--- src/rtl/wb_dbg_pkg.sv ---
// Shared command/response codes and FSM state encoding for the Wishbone debug master.
package wb_dbg_pkg;

    localparam logic [7:0] CMD_WR  = 8'h01;
    localparam logic [7:0] CMD_RD  = 8'h02;
    localparam logic [7:0] RSP_OK  = 8'hAA;
    localparam logic [7:0] RSP_ERR = 8'hEE;

    localparam logic [2:0] ENC_IDLE  = 3'd0;
    localparam logic [2:0] ENC_ADDR  = 3'd1;
    localparam logic [2:0] ENC_WDATA = 3'd2;
    localparam logic [2:0] ENC_BUS   = 3'd3;
    localparam logic [2:0] ENC_RESP  = 3'd4;

    typedef enum logic [2:0] {
        ST_IDLE  = ENC_IDLE,
        ST_ADDR  = ENC_ADDR,
        ST_WDATA = ENC_WDATA,
        ST_BUS   = ENC_BUS,
        ST_RESP  = ENC_RESP
    } state_e;

endpackage

--- src/rtl/wb_dbg_txser.sv ---
// Word-to-byte serializer: loads up to four bytes and streams them MSB first over valid/ready.
module wb_dbg_txser (
    input  logic        clk,
    input  logic        rst,
    input  logic        load,
    input  logic [31:0] load_word,
    input  logic [2:0]  load_cnt,
    output logic [7:0]  tx_data,
    output logic        tx_valid,
    input  logic        tx_ready,
    output logic        tx_last
);
    logic [31:0] word_q, word_d;
    logic [2:0]  cnt_q, cnt_d;

    assign tx_data  = word_q[31:24];
    assign tx_valid = (cnt_q != 3'd0);
    assign tx_last  = (cnt_q == 3'd1);

    always_comb begin
        word_d = word_q;
        cnt_d  = cnt_q;
        if (load) begin
            word_d = load_word;
            cnt_d  = load_cnt;
        end else if (tx_valid && tx_ready) begin
            word_d = {word_q[23:0], 8'h00};
            cnt_d  = cnt_q - 3'd1;
        end
    end

    // NOTE: synchronous reset, so rst only appears inside the clocked branch, never in the sensitivity list.
    always_ff @(posedge clk) begin
        if (rst) begin
            word_q <= '0;
            cnt_q  <= '0;
        end else begin
            word_q <= word_d;
            cnt_q  <= cnt_d;
        end
    end

endmodule

--- src/rtl/wb_dbg_master.sv ---
// Byte-stream command parser that runs single 32-bit Wishbone cycles and returns status or read data.
module wb_dbg_master
    import wb_dbg_pkg::*;
#(
    parameter int timeout_cycles = 1024,
    parameter int tmo_width      = 11
) (
    input  logic        clk,
    input  logic        rst,
    input  logic [7:0]  rx_data,
    input  logic        rx_valid,
    output logic [7:0]  tx_data,
    output logic        tx_valid,
    input  logic        tx_ready,
    output logic [31:0] wb_adr_o,
    output logic [31:0] wb_dat_o,
    input  logic [31:0] wb_dat_i,
    output logic [3:0]  wb_sel_o,
    output logic        wb_we_o,
    output logic        wb_cyc_o,
    output logic        wb_stb_o,
    input  logic        wb_ack_i,
    input  logic        wb_err_i,
    input  logic        wb_rty_i,
    output logic        busy
);
    localparam logic [tmo_width-1:0] TMO_LAST = tmo_width'(timeout_cycles - 1);

    state_e               state_q, state_d;
    logic [1:0]           byte_q, byte_d;
    logic [31:0]          adr_q, adr_d;
    logic [31:0]          dat_q, dat_d;
    logic                 we_q, we_d;
    logic [tmo_width-1:0] tmo_q, tmo_d;

    logic        load;
    logic [31:0] load_word;
    logic [2:0]  load_cnt;
    logic        tx_last;

    assign wb_cyc_o = (state_q == ST_BUS);
    assign wb_stb_o = wb_cyc_o;
    assign wb_sel_o = wb_cyc_o ? 4'hF : 4'h0;
    assign wb_adr_o = adr_q;
    assign wb_dat_o = dat_q;
    assign wb_we_o  = we_q;
    assign busy     = (state_q != ST_IDLE);

    // NOTE: every output of this block gets a default first, so no path leaves a signal unassigned and no latch is inferred.
    always_comb begin
        state_d   = state_q;
        byte_d    = byte_q;
        adr_d     = adr_q;
        dat_d     = dat_q;
        we_d      = we_q;
        tmo_d     = tmo_q;
        load      = 1'b0;
        load_word = '0;
        load_cnt  = '0;
        unique case (state_q)
            ST_IDLE: begin
                if (rx_valid && (rx_data == CMD_WR || rx_data == CMD_RD)) begin
                    we_d    = (rx_data == CMD_WR);
                    byte_d  = 2'd0;
                    state_d = ST_ADDR;
                end
            end
            ST_ADDR: begin
                if (rx_valid) begin
                    adr_d  = {adr_q[23:0], rx_data};
                    byte_d = byte_q + 2'd1;
                    if (byte_q == 2'd3) begin
                        tmo_d   = '0;
                        state_d = we_q ? ST_WDATA : ST_BUS;
                    end
                end
            end
            ST_WDATA: begin
                if (rx_valid) begin
                    dat_d  = {dat_q[23:0], rx_data};
                    byte_d = byte_q + 2'd1;
                    if (byte_q == 2'd3) begin
                        tmo_d   = '0;
                        state_d = ST_BUS;
                    end
                end
            end
            ST_BUS: begin
                tmo_d = tmo_q + 1'b1;
                // Retry is reported as an error; error wins over a simultaneous ack.
                if (wb_err_i || wb_rty_i) begin
                    load      = 1'b1;
                    load_word = {RSP_ERR, 24'h0};
                    load_cnt  = 3'd1;
                    state_d   = ST_RESP;
                end else if (wb_ack_i) begin
                    load      = 1'b1;
                    load_word = we_q ? {RSP_OK, 24'h0} : wb_dat_i;
                    load_cnt  = we_q ? 3'd1 : 3'd4;
                    state_d   = ST_RESP;
                end else if (tmo_q == TMO_LAST) begin
                    load      = 1'b1;
                    load_word = {RSP_ERR, 24'h0};
                    load_cnt  = 3'd1;
                    state_d   = ST_RESP;
                end
            end
            ST_RESP: begin
                if (tx_valid && tx_ready && tx_last) state_d = ST_IDLE;
            end
            default: state_d = ST_IDLE;
        endcase
    end

    // NOTE: state registers use non-blocking assignments so every flop samples the pre-edge value of its neighbours.
    always_ff @(posedge clk) begin
        if (rst) begin
            state_q <= ST_IDLE;
            byte_q  <= '0;
            adr_q   <= '0;
            dat_q   <= '0;
            we_q    <= 1'b0;
            tmo_q   <= '0;
        end else begin
            state_q <= state_d;
            byte_q  <= byte_d;
            adr_q   <= adr_d;
            dat_q   <= dat_d;
            we_q    <= we_d;
            tmo_q   <= tmo_d;
        end
    end

    wb_dbg_txser u_txser (
        .clk       (clk),
        .rst       (rst),
        .load      (load),
        .load_word (load_word),
        .load_cnt  (load_cnt),
        .tx_data   (tx_data),
        .tx_valid  (tx_valid),
        .tx_ready  (tx_ready),
        .tx_last   (tx_last)
    );

endmodule

--- config.mk ---
export PLATFORM = sky130hd
export DESIGN_NAME = wb_dbg_master
export DESIGN_NICKNAME = d
export VERILOG_FILES = /design/src/rtl/wb_dbg_pkg.sv /design/src/rtl/wb_dbg_txser.sv /design/src/rtl/wb_dbg_master.sv
export SDC_FILE = /design/constraint.sdc
export NUM_CORES = 1
export LEC_CHECK = 0
export CELL_PAD_IN_SITES_DETAIL_PLACEMENT = 1
export CELL_PAD_IN_SITES_GLOBAL_PLACEMENT = 2
export CORE_MARGIN = 2
export CORE_UTILIZATION = 25
export DETAILED_ROUTE_END_ITERATION = 7
export PLACE_DENSITY_LB_ADDON = 0.1
export SYNTH_ARGS = -nofsm -noshare
export SYNTH_HDL_FRONTEND = slang
export SYNTH_SLANG_ARGS = --single-unit
--- constraint.sdc ---
create_clock -name clk -period 3.35 [get_ports clk]
set_clock_uncertainty 0.2 [all_clocks]
set_input_delay 0.335 -clock clk [delete_from_list [all_inputs] [get_ports clk]]
set_output_delay 0.335 -clock clk [all_outputs]
set_load 0.1 [all_outputs]
### After elaboration in Yosys (flattened, before gate mapping)

Index checks and enable logic that the tools add are counted.

| word-level totals | value |
|---|---|
| bits in registers | 116 |
| input port bits | 47 |
| output and inout port bits | 81 |
| logic and storage cells | 83 |

| operators by class | value |
|---|---|
| add/subtract/negate cells | 3 |
| equal/unequal tests | 18 |
| mux-type cells | 36 |
| reductions and logical operators | 18 |

Operator list:

| kind | number |
|---|---|
| $mux 32 | 7 |
| $mux 3 | 15 |
| $mux 11 | 2 |
| $pmux 11 s2 | 1 |
| $pmux 3 s5 | 1 |
| $ne 2x2->1 const B | 6 |
| $add 11x1->11 const B | 1 |
| $eq 11x10->1 const B | 1 |
| $eq 8x1->1 const B | 1 |
| $eq 8x2->1 const B | 1 |
| $reduce_and 7->1 | 1 |
| $eq 3x1->1 const B | 2 |
| $eq 3x2->1 const B | 2 |
| $mux 1 | 6 |
| $reduce_and 2->1 | 3 |
| $reduce_and 3->1 | 2 |
| $reduce_bool 2->1 | 3 |
| $reduce_bool 3->1 | 2 |
| $mux 2 | 2 |
| $mux 4 | 1 |
| $ne 2x1->1 const B | 2 |
| $ne 4x1->1 const B | 1 |
| $pmux 2 s2 | 1 |
| $eq 3x3->1 const B | 1 |
| 7 further kinds | 10 |

### Depth between registers and ports, before layout

| logic depth | value |
|---|---|
| depth after elaboration | 6 |
| mapped depth | 8 |
| gate-level depth less buffers | 6 |

### By module

A second synthesis with hierarchy kept.

| second synthesis, totals | value |
|---|---|
| cells, all modules | 661 |
| area, all modules | 5429.0 um2 |

By module, submodules not included:

| module | times used | cells an instance | area each (um2) | seq. area each (um2) |
|---|---|---|---|---|
| wb_dbg_master | 1 | 451 | 3483.3 | 1621.6 |
| wb_dbg_txser | 1 | 210 | 1945.6 | 700.7 |

### Least setup slack after synthesis

OpenSTA, ideal clock, no wires.

| timing path | value |
|---|---|
| path kind | register -> register |
| from | register u_txser.cnt_q[0] |
| to | register u_txser.word_q[10] |
| setup time | 0.095 ns |
| arrival time | 2.367 ns |
| data required time | 3.055 ns |
| path slack | 0.688 ns |
| cell stages (with the launch flop) | 9 |
| buffers on the path | 2 |
| clock period less this slack | 2.662 ns |
| path through | dfxtp_1 > inv_1 > ha_1 > nand2b_1 > and2_1 > buf_1 > a21oi_1 > buf_2 > a221oi_1 |

| between the ends | value |
|---|---|
| longest elaborated chain between the ends | 3 |

RTL lines:

| element | line | RTL |
|---|---|---|
| start: declaration | wb_dbg_txser.sv:14 | `logic [2:0] cnt_q, cnt_d;` |
| start signal: assignment | wb_dbg_txser.sv:39 | `cnt_q <= cnt_d;` |
| $reduce_bool 3->1 | wb_dbg_txser.sv:17 | `assign tx_valid = (cnt_q != 3'd0);` |
| named net tx_valid | wb_dbg_master.sv:13 | `output logic tx_valid,` |
| $logic_and 1x1->1 | wb_dbg_txser.sv:26 | `end else if (tx_valid && tx_ready) begin` |
| $reduce_bool 2->1 (no line) | n/a |  |
| end signal: assignment | wb_dbg_txser.sv:38 | `word_q <= word_d;` |
| end: declaration | wb_dbg_txser.sv:13 | `logic [31:0] word_q, word_d;` |

The timed path passes the listed nets, and every way through them passes these cells.
A chain may end at the register's enable or synchronous reset.

### Worst setup path after layout

| timing path | value |
|---|---|
| from | register state_q[2] |
| to | output wb_stb_o |

| between the ends | value |
|---|---|
| longest elaborated chain between the ends | 1 |

RTL lines:

| element | line | RTL |
|---|---|---|
| start: declaration | wb_dbg_master.sv:29 | `state_e state_q, state_d;` |
| start signal: assignment | wb_dbg_master.sv:125 | `state_q <= state_d;` |
| $eq 3x2->1 | wb_dbg_master.sv:41 | `assign wb_cyc_o = (state_q == ST_BUS);` |
| end: declaration | wb_dbg_master.sv:21 | `output logic wb_stb_o,` |

No other way between the ends.

==> results.txt <==
----------------------------------------------------
[Routing]
  Post-route DRC violation count ... 0
  Total Wirelength ... between 15 and 20 mm
  Count of nets left with antenna violations after detail routing ... 0
  Detailed Route Iter0 Violations ... between 100 and 150
  Detailed Routing Iterations Pass 1 ... 4
  Routed vias/inst ... between 4 and 5
  Routed wirelength normalized by instance count ... 16.23 um
  Vias ... approximately 4.8k

[Logic synthesis]
  Proportion of register bits with asynchronous set or reset after synthesis ... 0%
  EDFF count, synth ... 0
  Part of the Yosys area used for sequential elements ... a little under half
  Post-synthesis cell type with the largest combined area ... dfxtp_1
  Leading cell types by total area after synthesis ... dfxtp_1 47%, nand2_1 13%, a21oi_1 8.2%
  #FFs+latches synth ... about 120
  Synth Net Count ... 672
  Share of Yosys cell area claimed by the top area cell type ... about 47%
  Top FF cell, synth ... dfxtp_1
  Synthesized area per cell ... between 8 and 9 um2
  Syn Inst Count ... 620
  Number of distinct library cells after synthesis ... 54
  Dominant cell by count in the synthesized netlist ... nand2_1
  Post-synth design cell area ... 4971 um2
  Synth warnings ... 0
  Most numerous cell types in the synthesized netlist ... 168 x nand2_1, 116 x dfxtp_1, 81 x a21oi_1

[Critical path]
  Critical Path Start Type ... flip-flop
  Slowest stage delay, CP ... around 0.66 ns
  Critical path class ... flip-flop to output port
  Launching point of the worst reg2reg path ... tmo_q[0]$_SDFFE_PP0P_
  Worst setup endpoint ... wb_stb_o
  Worst r2r dst ... state_q[1]$_SDFFE_PP0P_
  Arrival time reported for the critical path endpoint ... roughly 2.1 ns
  Endpoint type of the worst setup path ... output port
  Critical path cell sequence ... nand3b_1 -> clkinv_1 -> buf_4 -> buf_12
  Slowest cell on crit path ... dfxtp_1
  Number of cells traversed by the worst register-to-register path ... 6
  Highest net fanout along the worst path ... 16
  Worst Path Required ... roughly 2.8 ns
  Register-to-register path setup slack ... approximately 1.1 ns
  Source of the critical timing path ... state_q[2]$_SDFFE_PP0P_

[Die]
  Die outline area ... approximately 21000 um2
  Initial core utilization ... between 20% and 30%
  Die width ... approximately 150 um
  Chip height ... approximately 150 um
  Number of placement rows ... 51
  Area of the core ... 19460 um2
  Top-level I/O count ... ~130

[Cells and area]
  Number of nets in the layout ... 770
  Diode insertion count for antenna repair ... 0
  Post-route non-filler standard cell count ... between 900 and 1k
  Share of final-layout standard cells stronger than drive strength 1 ... 9.439%
  Area taken by flip-flops and latches ... 2322 um2
  Number of fill cells ... approximately 2.3k
  Total area of multi-input combinational cells ... about 2200 um2
  Area growth syn-to-layout ... 41.40%

[STA]
  Number of max-slew violations in the final report ... 0
  Share of the clock period used by the worst path after layout ... approximately 78%
  Min Clock Period, post-route ... between 2 and 3 ns
  Normalized max-slew margin ... between 30 and 40%
  Transition time at the pin with the least slew margin ... 1.004 ns
  Hold Vio Cnt, Final ... 0
  Setup repair after global routing missed its margin ... false
  Number of failing setup endpoints in the final timing report ... 0
  Peak clock frequency supported by timing ... ~0.38 GHz
  Sum Neg Setup Slack ... 0 ns

[Power and ir drop]
  Leakage power total ... 2.365 nW
  Net load switching power ... 0.001575 W
  Worst-case vdd ir drop ... ~0.40 mV
  Part of the power in registers ... 34.8%
  P_int ... 0.003076 W
  Fraction of power spent switching nets ... approximately a third
  Logic gate share of total power ... between 20% and 30%
  Total power per unit cell area ... roughly 660 nW/um2
  Overall power after layout ... about 0.0047 W
  Clock network fraction of design power ... around 40%

[Clock network]
  Clock root buffer ... clkbuf_16
  Clock latency reported for the late side of the worst-skew pair ... ~0.42 ns
  CTS tree ... yes
  CTS Buffer Depth ... 2
  Number of hold buffers added after CTS ... 0
  Cts repair resizes ... 0
  Clock Sinks ... around 120
  Clock input transition at the sequential cells of the worst setup and hold paths ... around 0.060 ns
  CTS H-Tree Depth ... 4
  Cts bufs inserted ... 17
  Buffer count from post-CTS setup fixing ... 0

[Placed design]
  Final GP Congestion ... approximately 0.75
  Number of placed instances with taps included ... approximately 960
  Post-DP HPWL ... ~11 mm
  Number of I/O port buffers ... about 130

[GRT]
  GRT Util Overall ... between 10% and 20%
  Initial antenna violation count ... 0
  Global-route wire length before repair ... 26.28 mm
  Total overflow reported by the global router ... 0
  Maximum number of pins on one net before global-route repair ... between 60 and 70
  Via count of the first global-routing pass ... about 5k

[Run]
  Max-capacitance violation count ... 0

[Outcome]
  Outcome ... completed

[Hold path]
  Hold/Removal Path Class ... flip-flop to flip-flop

----------------------------------------------------
## layer usage
layer,GRT usage (%),wire [um]
met1,19.66,7516
met3,4.025,614
met5,0,0
met4,4.802,177
met2,25.74,7860
## cells by family after synthesis
group,after synthesis,synth area share (%)
xor+xnor,3,0.5287
fa+ha+maj,7,1.686
buf+inv,93,8.230
flops,116,46.72
compound gates,170,21.37
mux,5,1.007
simple gates,226,20.46
## through the flow
stage	area, um2	util (%)	hold slack [ns]	setup WS [ns]
6_report	7029	36.12	0.2516	0.7483
5_1_grt	7029	36.12	0.2727	0.5669
4_1_cts	7029	36.12	0.2568	0.7097
3_5_place_dp	6412	32.95	0.2483	0.8611
3_3_place_gp	6412	32.95	0.2443	0.9629
2_1_floorplan	4971	-	0.2394	0.6879
## area by class of cell
cell class | instances | share of cell area [%]
Clock buffer | 18 | 6.248
Clock inverter | 14 | 2.528
Inverter | 32 | 1.709
Multi-Input combinational cell | 411 | 31.86
Sequential cell | 116 | 33.04
Tap cell | 265 | 4.717
Timing Repair Buffer | 140 | 19.90
## cell usage in the layout, fill, tap and decap left out, types with 8 or more instances in the layout
cell	synthesis	final
nand2_1	168	168
dfxtp_1	116	116
clkdlybuf4s50_1	0	109
a21oi_1	81	81
inv_1	31	31
buf_4	13	25
o22ai_1	23	23
a221oi_1	22	22
clkbuf_16	0	17
nand2b_1	8	8
o21ai_0	8	8
o211ai_1	8	8
## how the worst min path moves through the flow
stage / to / startpoint / slack (ns) / cells after the start
6_report: wb_adr_o[25]$_SDFFE_PP0P_ / wb_adr_o[25]$_SDFFE_PP0P_ / 0.25 / 2
5_1_grt: wb_dat_o[25]$_SDFFE_PP0P_ / wb_dat_o[25]$_SDFFE_PP0P_ / 0.27 / 2
3_5_place_dp: wb_dat_o[26]$_SDFFE_PP0P_ / wb_dat_o[26]$_SDFFE_PP0P_ / 0.25 / 2
3_3_place_gp: wb_adr_o[27]$_SDFFE_PP0P_ / wb_adr_o[27]$_SDFFE_PP0P_ / 0.24 / 2
2_1_floorplan: u_txser.word_q[30]$_SDFFE_PP0P_ / u_txser.word_q[30]$_SDFFE_PP0P_ / 0.24 / 2
4_1_cts: wb_dat_o[26]$_SDFFE_PP0P_ / wb_dat_o[26]$_SDFFE_PP0P_ / 0.26 / 2
## critical path: cells and delay by family, from the launching register on
kind                   cells  cell delay (ns)
buffers and inverters      3             0.78
flip-flops                 1             0.66
AND/OR/NAND/NOR            1             0.20
## power groups by stage
stage / combinational [W] / clock [W] / sequential, W
after floorplan: 0.000858 / 0 / 0.00164
after CTS: 0.00114 / 0.00194 / 0.00162
after global placement: 0.00110 / 0 / 0.00164
after global routing: 0.00122 / 0.00201 / 0.00164
final: 0.00113 / 0.00190 / 0.00162
after detailed placement: 0.00114 / 0 / 0.00165
## state kept, by name, summed over array words and instances, names as in the netlist
signal,flops
wb_we_o,1
tmo_q,11
u_txser.cnt_q,3
wb_dat_o,32
byte_q,2
u_txser.word_q,32
state_q,3
wb_adr_o,32
Note: power is estimated with default switching activity, not from simulation.
